$ cat src/rtl/uart_pkg.sv
// Shared definitions for the UART test top: default byte width and the
// state encodings of the echo bridge transmit controller.
package uart_pkg;

    localparam int BYTE_W = 8;

    typedef enum logic [1:0] {
        TX_IDLE = 2'b00,
        TX_SEND = 2'b01,
        TX_WAIT = 2'b10
    } tx_state_t;

endpackage

$ cat src/rtl/sync_fifo.sv
// Single-clock circular FIFO with combinational head read and a registered
// occupancy count. A push into a full FIFO is accepted only when a pop
// frees the head slot in the same cycle; a pop from an empty FIFO is ignored.
module sync_fifo
    import uart_pkg::*;
#(
    parameter int DATA_W     = BYTE_W,
    parameter int FIFO_DEPTH = 16,
    parameter int CNT_W      = $clog2(FIFO_DEPTH) + 1
) (
    input  logic              CLK,
    input  logic              RESET,
    input  logic              PUSH,
    input  logic [DATA_W-1:0] PUSH_DATA,
    input  logic              POP,
    output logic [DATA_W-1:0] HEAD,
    output logic              FULL,
    output logic              EMPTY,
    output logic [CNT_W-1:0]  COUNT
);

    localparam int AW = $clog2(FIFO_DEPTH);

    logic [DATA_W-1:0] mem [FIFO_DEPTH];
    logic [AW-1:0]     wr_ptr;
    logic [AW-1:0]     rd_ptr;
    logic [CNT_W-1:0]  count_r;
    logic              do_push;
    logic              do_pop;

    assign EMPTY   = (count_r == '0);
    assign FULL    = (count_r == CNT_W'(FIFO_DEPTH));
    assign do_pop  = POP && !EMPTY;
    assign do_push = PUSH && (!FULL || do_pop);
    assign HEAD    = mem[rd_ptr];
    assign COUNT   = count_r;

    // Entry storage; contents need no reset because the pointers define validity.
    always_ff @(posedge CLK) begin
        if (do_push) begin
            mem[wr_ptr] <= PUSH_DATA;
        end
    end

    // Pointers wrap naturally at the power-of-two depth; count tracks net change.
    always_ff @(posedge CLK) begin
        if (RESET) begin
            wr_ptr  <= '0;
            rd_ptr  <= '0;
            count_r <= '0;
        end else begin
            if (do_push) begin
                wr_ptr <= wr_ptr + AW'(1);
            end
            if (do_pop) begin
                rd_ptr <= rd_ptr + AW'(1);
            end
            case ({do_push, do_pop})
                2'b10:   count_r <= count_r + CNT_W'(1);
                2'b01:   count_r <= count_r - CNT_W'(1);
                default: count_r <= count_r;
            endcase
        end
    end

endmodule

$ cat src/rtl/uart_echo_bridge.sv
// Buffered bridge between uart_rx and uart_tx. Received bytes are queued in
// a FIFO and, while echo is enabled, drained one at a time into uart_tx over
// the SEND/READY handshake. Also keeps the last received byte for the LEDs
// and a sticky overrun flag for bytes dropped on a full FIFO.
module uart_echo_bridge
    import uart_pkg::*;
#(
    parameter int                DATA_W     = BYTE_W,
    parameter int                FIFO_DEPTH = 16,
    parameter int                CNT_W      = $clog2(FIFO_DEPTH) + 1,
    parameter logic [DATA_W-1:0] LAST_RESET = DATA_W'(8'hFF)
) (
    input  logic              CLK,
    input  logic              RESET,
    input  logic              RX_DONE,
    input  logic [DATA_W-1:0] RX_DATA,
    input  logic              TX_READY,
    output logic              TX_SEND,
    output logic [DATA_W-1:0] TX_DATA,
    input  logic              ECHO_EN,
    input  logic              CLR_OVR,
    output logic [DATA_W-1:0] LAST_BYTE,
    output logic              OVERRUN,
    output logic [CNT_W-1:0]  COUNT
);

    tx_state_t         state;
    tx_state_t         state_nxt;
    logic              send_nxt;
    logic [DATA_W-1:0] data_nxt;
    logic              fifo_pop;
    logic              fifo_full;
    logic              fifo_empty;
    logic [DATA_W-1:0] fifo_head;
    logic              overrun_set;

    sync_fifo #(
        .DATA_W     (DATA_W),
        .FIFO_DEPTH (FIFO_DEPTH),
        .CNT_W      (CNT_W)
    ) u_fifo (
        .CLK       (CLK),
        .RESET     (RESET),
        .PUSH      (RX_DONE),
        .PUSH_DATA (RX_DATA),
        .POP       (fifo_pop),
        .HEAD      (fifo_head),
        .FULL      (fifo_full),
        .EMPTY     (fifo_empty),
        .COUNT     (COUNT)
    );

    // A byte is lost only when it arrives on a full FIFO with no pop to make room.
    assign overrun_set = RX_DONE && fifo_full && !fifo_pop;

    // Last received byte follows every strobe, including dropped bytes.
    always_ff @(posedge CLK) begin
        if (RESET) begin
            LAST_BYTE <= LAST_RESET;
        end else if (RX_DONE) begin
            LAST_BYTE <= RX_DATA;
        end
    end

    // Sticky overrun; a new drop takes priority over a coincident clear.
    always_ff @(posedge CLK) begin
        if (RESET) begin
            OVERRUN <= 1'b0;
        end else if (overrun_set) begin
            OVERRUN <= 1'b1;
        end else if (CLR_OVR) begin
            OVERRUN <= 1'b0;
        end
    end

    // TX controller state and registered handshake outputs.
    always_ff @(posedge CLK) begin
        if (RESET) begin
            state   <= uart_pkg::TX_IDLE;
            TX_SEND <= 1'b0;
            TX_DATA <= '0;
        end else begin
            state   <= state_nxt;
            TX_SEND <= send_nxt;
            TX_DATA <= data_nxt;
        end
    end

    // TX controller next state: pop only from IDLE, hold the byte until accepted.
    always_comb begin
        state_nxt = state;
        send_nxt  = TX_SEND;
        data_nxt  = TX_DATA;
        fifo_pop  = 1'b0;
        case (state)
            uart_pkg::TX_IDLE: begin
                send_nxt = 1'b0;
                if (ECHO_EN && !fifo_empty && TX_READY) begin
                    fifo_pop  = 1'b1;
                    data_nxt  = fifo_head;
                    send_nxt  = 1'b1;
                    state_nxt = uart_pkg::TX_SEND;
                end
            end
            uart_pkg::TX_SEND: begin
                send_nxt = 1'b1;
                if (!TX_READY) begin
                    send_nxt  = 1'b0;
                    state_nxt = uart_pkg::TX_WAIT;
                end
            end
            uart_pkg::TX_WAIT: begin
                send_nxt = 1'b0;
                if (TX_READY) begin
                    state_nxt = uart_pkg::TX_IDLE;
                end
            end
            default: begin
                send_nxt  = 1'b0;
                state_nxt = uart_pkg::TX_IDLE;
            end
        endcase
    end

    // Pops are issued only from IDLE with a non-empty FIFO, so underflow cannot occur.
    no_underflow: assert property (@(posedge CLK) disable iff (RESET) fifo_pop |-> !fifo_empty);

endmodule

$ cat config.mk
export PLATFORM = sky130hd
export DESIGN_NAME = uart_echo_bridge
export DESIGN_NICKNAME = d
export VERILOG_FILES = /design/src/rtl/uart_pkg.sv /design/src/rtl/sync_fifo.sv /design/src/rtl/uart_echo_bridge.sv
export SDC_FILE = /design/constraint.sdc
export NUM_CORES = 1
export LEC_CHECK = 0
export ABC_AREA = 1
export CELL_PAD_IN_SITES_DETAIL_PLACEMENT = 0
export CELL_PAD_IN_SITES_GLOBAL_PLACEMENT = 1
export CORE_MARGIN = 3
export CORE_UTILIZATION = 45
export DETAILED_ROUTE_END_ITERATION = 16
export DONT_BUFFER_PORTS = 1
export GPL_ROUTABILITY_DRIVEN = 0
export PLACE_DENSITY = 0.74
export SYNTH_ARGS = -nofsm -noshare
export SYNTH_HDL_FRONTEND = slang
export SYNTH_SLANG_ARGS = --single-unit
$ cat constraint.sdc
create_clock -name CLK -period 2.09 [get_ports CLK]
set_clock_uncertainty 0.1 [all_clocks]
set_input_delay 0.5225 -clock CLK [delete_from_list [all_inputs] [get_ports CLK]]
set_output_delay 0.5225 -clock CLK [all_outputs]
set_load 0.01 [all_outputs]
---- After elaboration in Yosys (flattened, before gate mapping) ----
Memories as Yosys holds them, arrays and structs flattened. A register that Yosys moved wholly into a read port is not among the register bits.
Cells that the tools add are included.
storage, ports and cells
  flip-flop bits (word level) ............. 25
  latch bits .............................. 0
  bits in writable memories ............... 128
  memory bits (read-only) ................. 0
  bits of input ports ..................... 14
  memories ................................ 1
cells by class
  $add $sub $neg .......................... 4
  multipliers ............................. 0
  div/mod/pow operators ................... 0
  magnitude comparators ................... 0
  equal/unequal tests ..................... 8
  shifts and indexed selects .............. 0
  mux-type cells .......................... 13
  bitwise operators ....................... 0
  reductions and logical operators ........ 16
memories
  memory      depth  bits a word  read ports  clocked after Yosys merged registers in  wr ports  line             text
  u_fifo.mem  16     8            1           1                                        1         sync_fifo.sv:24  logic [DATA_W-1:0] mem [FIFO_DEPTH];
operators by type and width
  cell                                                                number
  5-bit case mux with 2 select lines                                  1
  4-bit by 1-bit adder with 4-bit output, second input constant       2
  1-bit 2-to-1 mux                                                    7
  1-bit logical AND                                                   6
  2-bit 2-to-1 mux                                                    3
  2-bit inequality test, second input constant                        3
  2-bit case mux with 3 select lines                                  1
  5-bit by 1-bit adder with 5-bit output, second input constant       1
  5-bit == test, second input constant                                1
  5-bit logical NOT                                                   1
  5-bit by 1-bit subtractor with 5-bit output, second input constant  1
  2-bit by 1-bit == test with 1-bit output, second input constant     2
  2-bit == test, second input constant                                2
  2-bit nonzero test                                                  2
  1-bit logical NOT                                                   3
  3-bit AND reduction                                                 1
  2-bit logical NOT                                                   1
  1-bit case mux with 2 select lines                                  1
  2-bit AND reduction                                                 1
  1-bit logical OR                                                    1

---- Logic depth before layout (Yosys ltp) ----
Gate-level depths: netlist (run 1).
  word-level depth ........................ 11
  gate-level depth with buffers ........... 16
  gate-level depth less buffers ........... 16

---- Hierarchy ----
Synthesis (run 1) repeated with hierarchy kept, for this count alone.
second synthesis, totals
  cells, all modules ...................... 645
  area total of the unflattened synthesis .. 6959.2 sq um
by module, submodules not included
  module            instances  cells each  area each (sq um)  sequential area each (sq um)
  sync_fifo         1          538         6150.9             4184.0
  uart_echo_bridge  1          107         808.3              400.4

---- Worst setup path after synthesis (run 1) ----
No wires, ideal clock.
  kind .................................... in2reg
  start ................................... in TX_READY
  end ..................................... reg u_fifo.count_r[4] (netlist: u_fifo.COUNT[4])
  setup time .............................. 0.132 ns
  data arrival time ....................... 2.018 ns
  data required time ...................... 1.858 ns
  slack ................................... -0.160 ns
  stages on the path ...................... 15
  path buffers ............................ 1
  cell sequence ........................... nand2_1 > nor2_4 > nand2_4 > inv_2 > buf_6 > ha_1 > xor2_1 > ha_1 > inv_1 > nand2_1 > nand3_1 > nand3b_1 > nand2_1 > nand2_1 > a21oi_1
between the ends
  word-level cells in the longest chain between the ends .. 8
  elaborated cells between the ends (all ways) .. 10
  classes of those cells .................. eq/ne: 2; mux: 3; reduce/logical: 5
ends and longest elaborated chain
  item                                                                              line                    text
  start: declaration                                                                uart_echo_bridge.sv:17  input logic TX_READY,
  1-bit logical AND (*)                                                             uart_echo_bridge.sv:98  if (ECHO_EN && !fifo_empty && TX_READY) begin
  1-bit 2-to-1 mux (*)                                                              uart_echo_bridge.sv:98
  1-bit 2-to-1 mux (*)                                                              uart_echo_bridge.sv:95  case (state)
  1-bit logical AND (*)                                                             sync_fifo.sv:33         assign do_pop = POP && !EMPTY;
  via u_fifo.do_pop                                                                 sync_fifo.sv:29         logic do_pop;
  1-bit logical OR                                                                  sync_fifo.sv:34         assign do_push = PUSH && (!FULL || do_pop);
  1-bit logical AND                                                                 sync_fifo.sv:34
  2-bit by 1-bit == test with 1-bit output / 2-bit == test (equally long branches)  sync_fifo.sv:58         case ({do_push, do_pop})
  5-bit case mux with 2 select lines / 2-bit nonzero test (equally long branches)   -
  end signal: assignment                                                            sync_fifo.sv:59         2'b10: count_r <= count_r + CNT_W'(1);
  end signal: assignment                                                            sync_fifo.sv:60         2'b01: count_r <= count_r - CNT_W'(1);
  end signal: assignment                                                            sync_fifo.sv:61         default: count_r <= count_r;
  end: declaration                                                                  sync_fifo.sv:27         logic [CNT_W-1:0] count_r;
The timed path passes the listed nets; every way through them passes the cells marked *.
A chain may end at the register's enable or synchronous reset.

---- Final worst setup path (run 1) ----
  start ................................... reg state[1]
  end ..................................... reg u_fifo.count_r[4] (netlist: u_fifo.COUNT[4])
between the ends
  word-level cells in the longest chain between the ends .. 7
  elaborated cells between the ends (all ways) .. 9
  classes of those cells .................. eq/ne: 2; mux: 2; reduce/logical: 5
ends and longest elaborated chain
  item                                                                              line                    text
  start: declaration                                                                uart_echo_bridge.sv:27  tx_state_t state;
  start signal: assignment                                                          uart_echo_bridge.sv:79  state <= uart_pkg::TX_IDLE;
  start signal: assignment                                                          uart_echo_bridge.sv:83  state <= state_nxt;
  2-bit logical NOT (*)                                                             uart_echo_bridge.sv:95
  1-bit 2-to-1 mux (*)                                                              uart_echo_bridge.sv:95
  1-bit logical AND (*)                                                             sync_fifo.sv:33
  1-bit logical OR                                                                  sync_fifo.sv:34
  1-bit logical AND                                                                 sync_fifo.sv:34
  2-bit by 1-bit == test with 1-bit output / 2-bit == test (equally long branches)  sync_fifo.sv:58
  5-bit case mux with 2 select lines / 2-bit nonzero test (equally long branches)   -
Every way passes the cells marked *; elsewhere a longest branch is shown, timed or not.

==> flow_metrics.tcl, run 1 <==
set metrics [dict create \
    antenna_found_initial 0 \
    start_kind "flop" \
    fp.dieArea_um2 17200 \
    io_buffers 0 \
    grtUsageMet1_pct 24.4 \
    synthArstFlopShare_pct 0 \
    clockRootBuffer "clkbuf_16" \
    worstSetupPathType "flop to flop" \
    critPathMaxStageDelay_ns 0.32 \
    vdd.ir_drop.worst_uv 618 \
    grt_pass1_wl_um 25600 \
    critPathCaptureType "flop" \
    p_int_uw 6250 \
    worst_pin_slew_ns 0.591 \
    cts.clk_slew.worst_paths_ns 0.06 \
    worstSkewPairLatency_ns 0.42 \
    antenna_left 0 \
    finalCritPeriodShare_pct 103 \
    switchingPower_uw 2100 \
    r2r_slack_ns -0.07 \
    critPathSlowestCell "dfxtp_2" \
    cp_common_cell "nand2_2" \
    nets 781 \
    final_cells 982 \
    slew_headroom_pct 60.4 \
    synth.most_common_cell "nand2_1" \
    fill_cells 1345 \
    start_util_pct 46.2 \
    avgSynthCellArea_um2 9.67 \
    clock-sinks 161 \
    worst-path-max-fanout 5 \
    final-max-slew-violation-count 0 \
    ys_ff_latch 161 \
    vias 4849 \
    numCtsBuffers 17 \
    drt_wl_total_um 15900 \
    worstPathRequired_ns 2.35 \
    finalSetupViolCount 3 \
    p_seq_share_pct 43.8 \
    period_needed_ns 2.16 \
    yosys.area.top_type_share_pct 54.5 \
    netlist_area_um2 7050 \
    core_area_um2 15300 \
    globalRoute.totalOverflow 0 \
    n_antenna_cell 0 \
    clockPowerShare_pct 41.5 \
    synth_area_leaders "edfxtp_1 (55%), nand2_1 (13%), dfxtp_1 (9.4%)" \
    max-cap-violations 0 \
    outcome "finished, violations left" \
    ys_warn_count 0 \
    leakagePower_uw 0.00351 \
    critical_path_arrival_ns 2.42 \
    drt-initial-drc-count 308 \
    pwr_density_cell_nw_per_um2 1010 \
    hold_viol 0 \
    viasPerCell 4.94 \
    route.detailed.wl_per_inst_um 16.2 \
    use_met3_pct 4.59 \
    row_count 45 \
    synth.distinct_cells 29 \
    die_y_um 131 \
    crit_family "simple AND/OR/NAND/NOR gates" \
    synth_area_leader_cell "edfxtp_1" \
    h-tree-depth 4 \
    remaining_drc_errors 0 \
    grt_pass1_vias 4848 \
    hold_path_class "input pin to flop" \
    met2_usage_pct 32.2 \
    min_delay_path_depth 1 \
    post-place-ws_ns -0.0904 \
    rr_worst_depth 16 \
    worstSetupPathDepth 16 \
    drive_above_1_share_pct 14.1 \
    synth_ff_type "edfxtp_1" \
    grt_usage_pct 19.3 \
    synth_edf_count 128 \
    timing.setup.tns_ns -0.145 \
    switching_share_pct 25.1 \
    synthTopCellsByCount "nand2_1 (243), edfxtp_1 (128), nand3_1 (107), inv_1 (92), nor2_1 (39)" \
    comb_power_share_pct 14.7 \
    grt.busiest_layer "met2" \
    first_pass_iters 5 \
    syn-num-nets 752 \
    fin_util_pct 54.2 \
    ys_seq_area_share_pct 63.9 \
    syn2layout_area_growth_pct 17.4 \
    fin_ws_ns -0.0684 \
    dpl.hpwl_um 10300 \
    crit_chain "or2_4 > nor2_4 > nand2_4 > nand2_4 > nand2_8 > ha_4 > xor2_2 > ha_2 > inv_2 > nand2_2 > nand3_2 > nand2_2 > nand2_2 > nand2_1 > nand2_1 > a21oi_2" \
    ioPinCount 37 \
    clockBufferDepth 2 \
    worst-path-buf-inv 1 \
    placed_cells 944 \
    hold_ws_ns 0.0625 \
    clock.fmax_ghz 0.463 \
    synthCells 729 \
    fp.dieW_um 131 \
    postCtsHoldBufs 0 \
    rsz0062_at_grt "yes" \
    cts_tree "yes" \
    violations "negative setup slack" \
    grt_max_degree 43 \
]
## final cells by class
class | instances | area [µm²] | area share (%)
repair buffers | 41 | 348 | 4.21
flip-flops and latches | 161 | 4510 | 54.5
multi-input cells | 440 | 2120 | 25.6
clock buffers | 18 | 429 | 5.19
inverters | 97 | 369 | 4.46
well taps | 211 | 264 | 3.19
clock inverters | 14 | 235 | 2.84
## worst paths after layout
check	to	from
max	u_fifo.COUNT[4]$_SDFFE_PP0P_	state[1]$_SDFFE_PP0P_
min reg2reg	state[1]$_SDFFE_PP0P_	state[1]$_SDFFE_PP0P_
max reg2reg	u_fifo.COUNT[4]$_SDFFE_PP0P_	state[1]$_SDFFE_PP0P_
min	u_fifo.COUNT[4]$_SDFFE_PP0P_	RESET
## worst reg2reg max path: cells and delay by family (launching register included)
family / cells / cell delay [ns]
xor+xnor: 1 / 0.16
simple gates: 11 / 1.00
buf+inv: 1 / 0.03
fa+ha+maj: 2 / 0.38
flops: 1 / 0.32
compound gates: 1 / 0.10
## cell usage in the layout, fill, tap and decap left out, drive strengths merged, types with 7 or more instances in the layout
cell type / instances
nand2: 250
inv: 96
buf: 41
edfxtp: 128
dfxtp: 33
clkbuf: 18
a21oi: 12
nor2: 40
nand3: 107
clkinv: 7
ha: 9
## flip-flops by register name (all words and copies together) (netlist names)
name           cells
LAST_BYTE          8
OVERRUN            1
TX_DATA            8
TX_SEND            1
state              2
u_fifo.COUNT       5
u_fifo.mem       128
u_fifo.rd_ptr      4
u_fifo.wr_ptr      4
## layer usage
layer,vias to the layer above,wire [µm]
li1,2412,-
met1,2287,6950
met2,124,7750
met3,26,822
met4,0,391
met5,-,0
## metrics by stage
step	area (µm²)	total power [µW]
detailed placement	7470	4850
global route	8270	8690
floorplan	7090	4530
finish	8270	8350
global placement	7470	4840
CTS	8170	8350
## power groups by stage
stage	combinational, µW	sequential, µW	clock (µW)
6_report	1230	3660	3470
5_1_grt	1380	3670	3640
3_5_place_dp	1130	3720	0
3_3_place_gp	1120	3720	0
2_1_floorplan	789	3740	0
4_1_cts	1170	3660	3520
## kinds of logic after synthesis
logic type	after synthesis	synth area share, %
XOR/XNOR	7	0.870
flip-flops	161	63.9
AO/OA/AOI/OAI	21	1.60
AND/OR/NAND/NOR	403	24.4
adder cells (fa/ha/maj)	9	1.60
buffers and inverters	128	7.63
## what timing repair did
item | CTS | global route
buffers inserted | 2 | 4
endpoints found under the setup margin | 3 | 4
pin swaps | 4 | 8
gates resized for setup | 5 | 21
No activity file was read; power rests on OpenSTA's default activity.
==> inputs of run 2 (changes only) <==
Settings changed: ABC_CLOCK_PERIOD_IN_PS set to 2090.
==> results of run 2 <==
Final layout, timing and power as in run 1 (identical DEF).
==> inputs of run 3 (changes only) <==
Settings changed: ABC_CLOCK_PERIOD_IN_PS 2090 to unset, CAP_MARGIN set to 40.
==> results of run 3 <==
Final layout, timing and power as in run 1 (identical DEF).
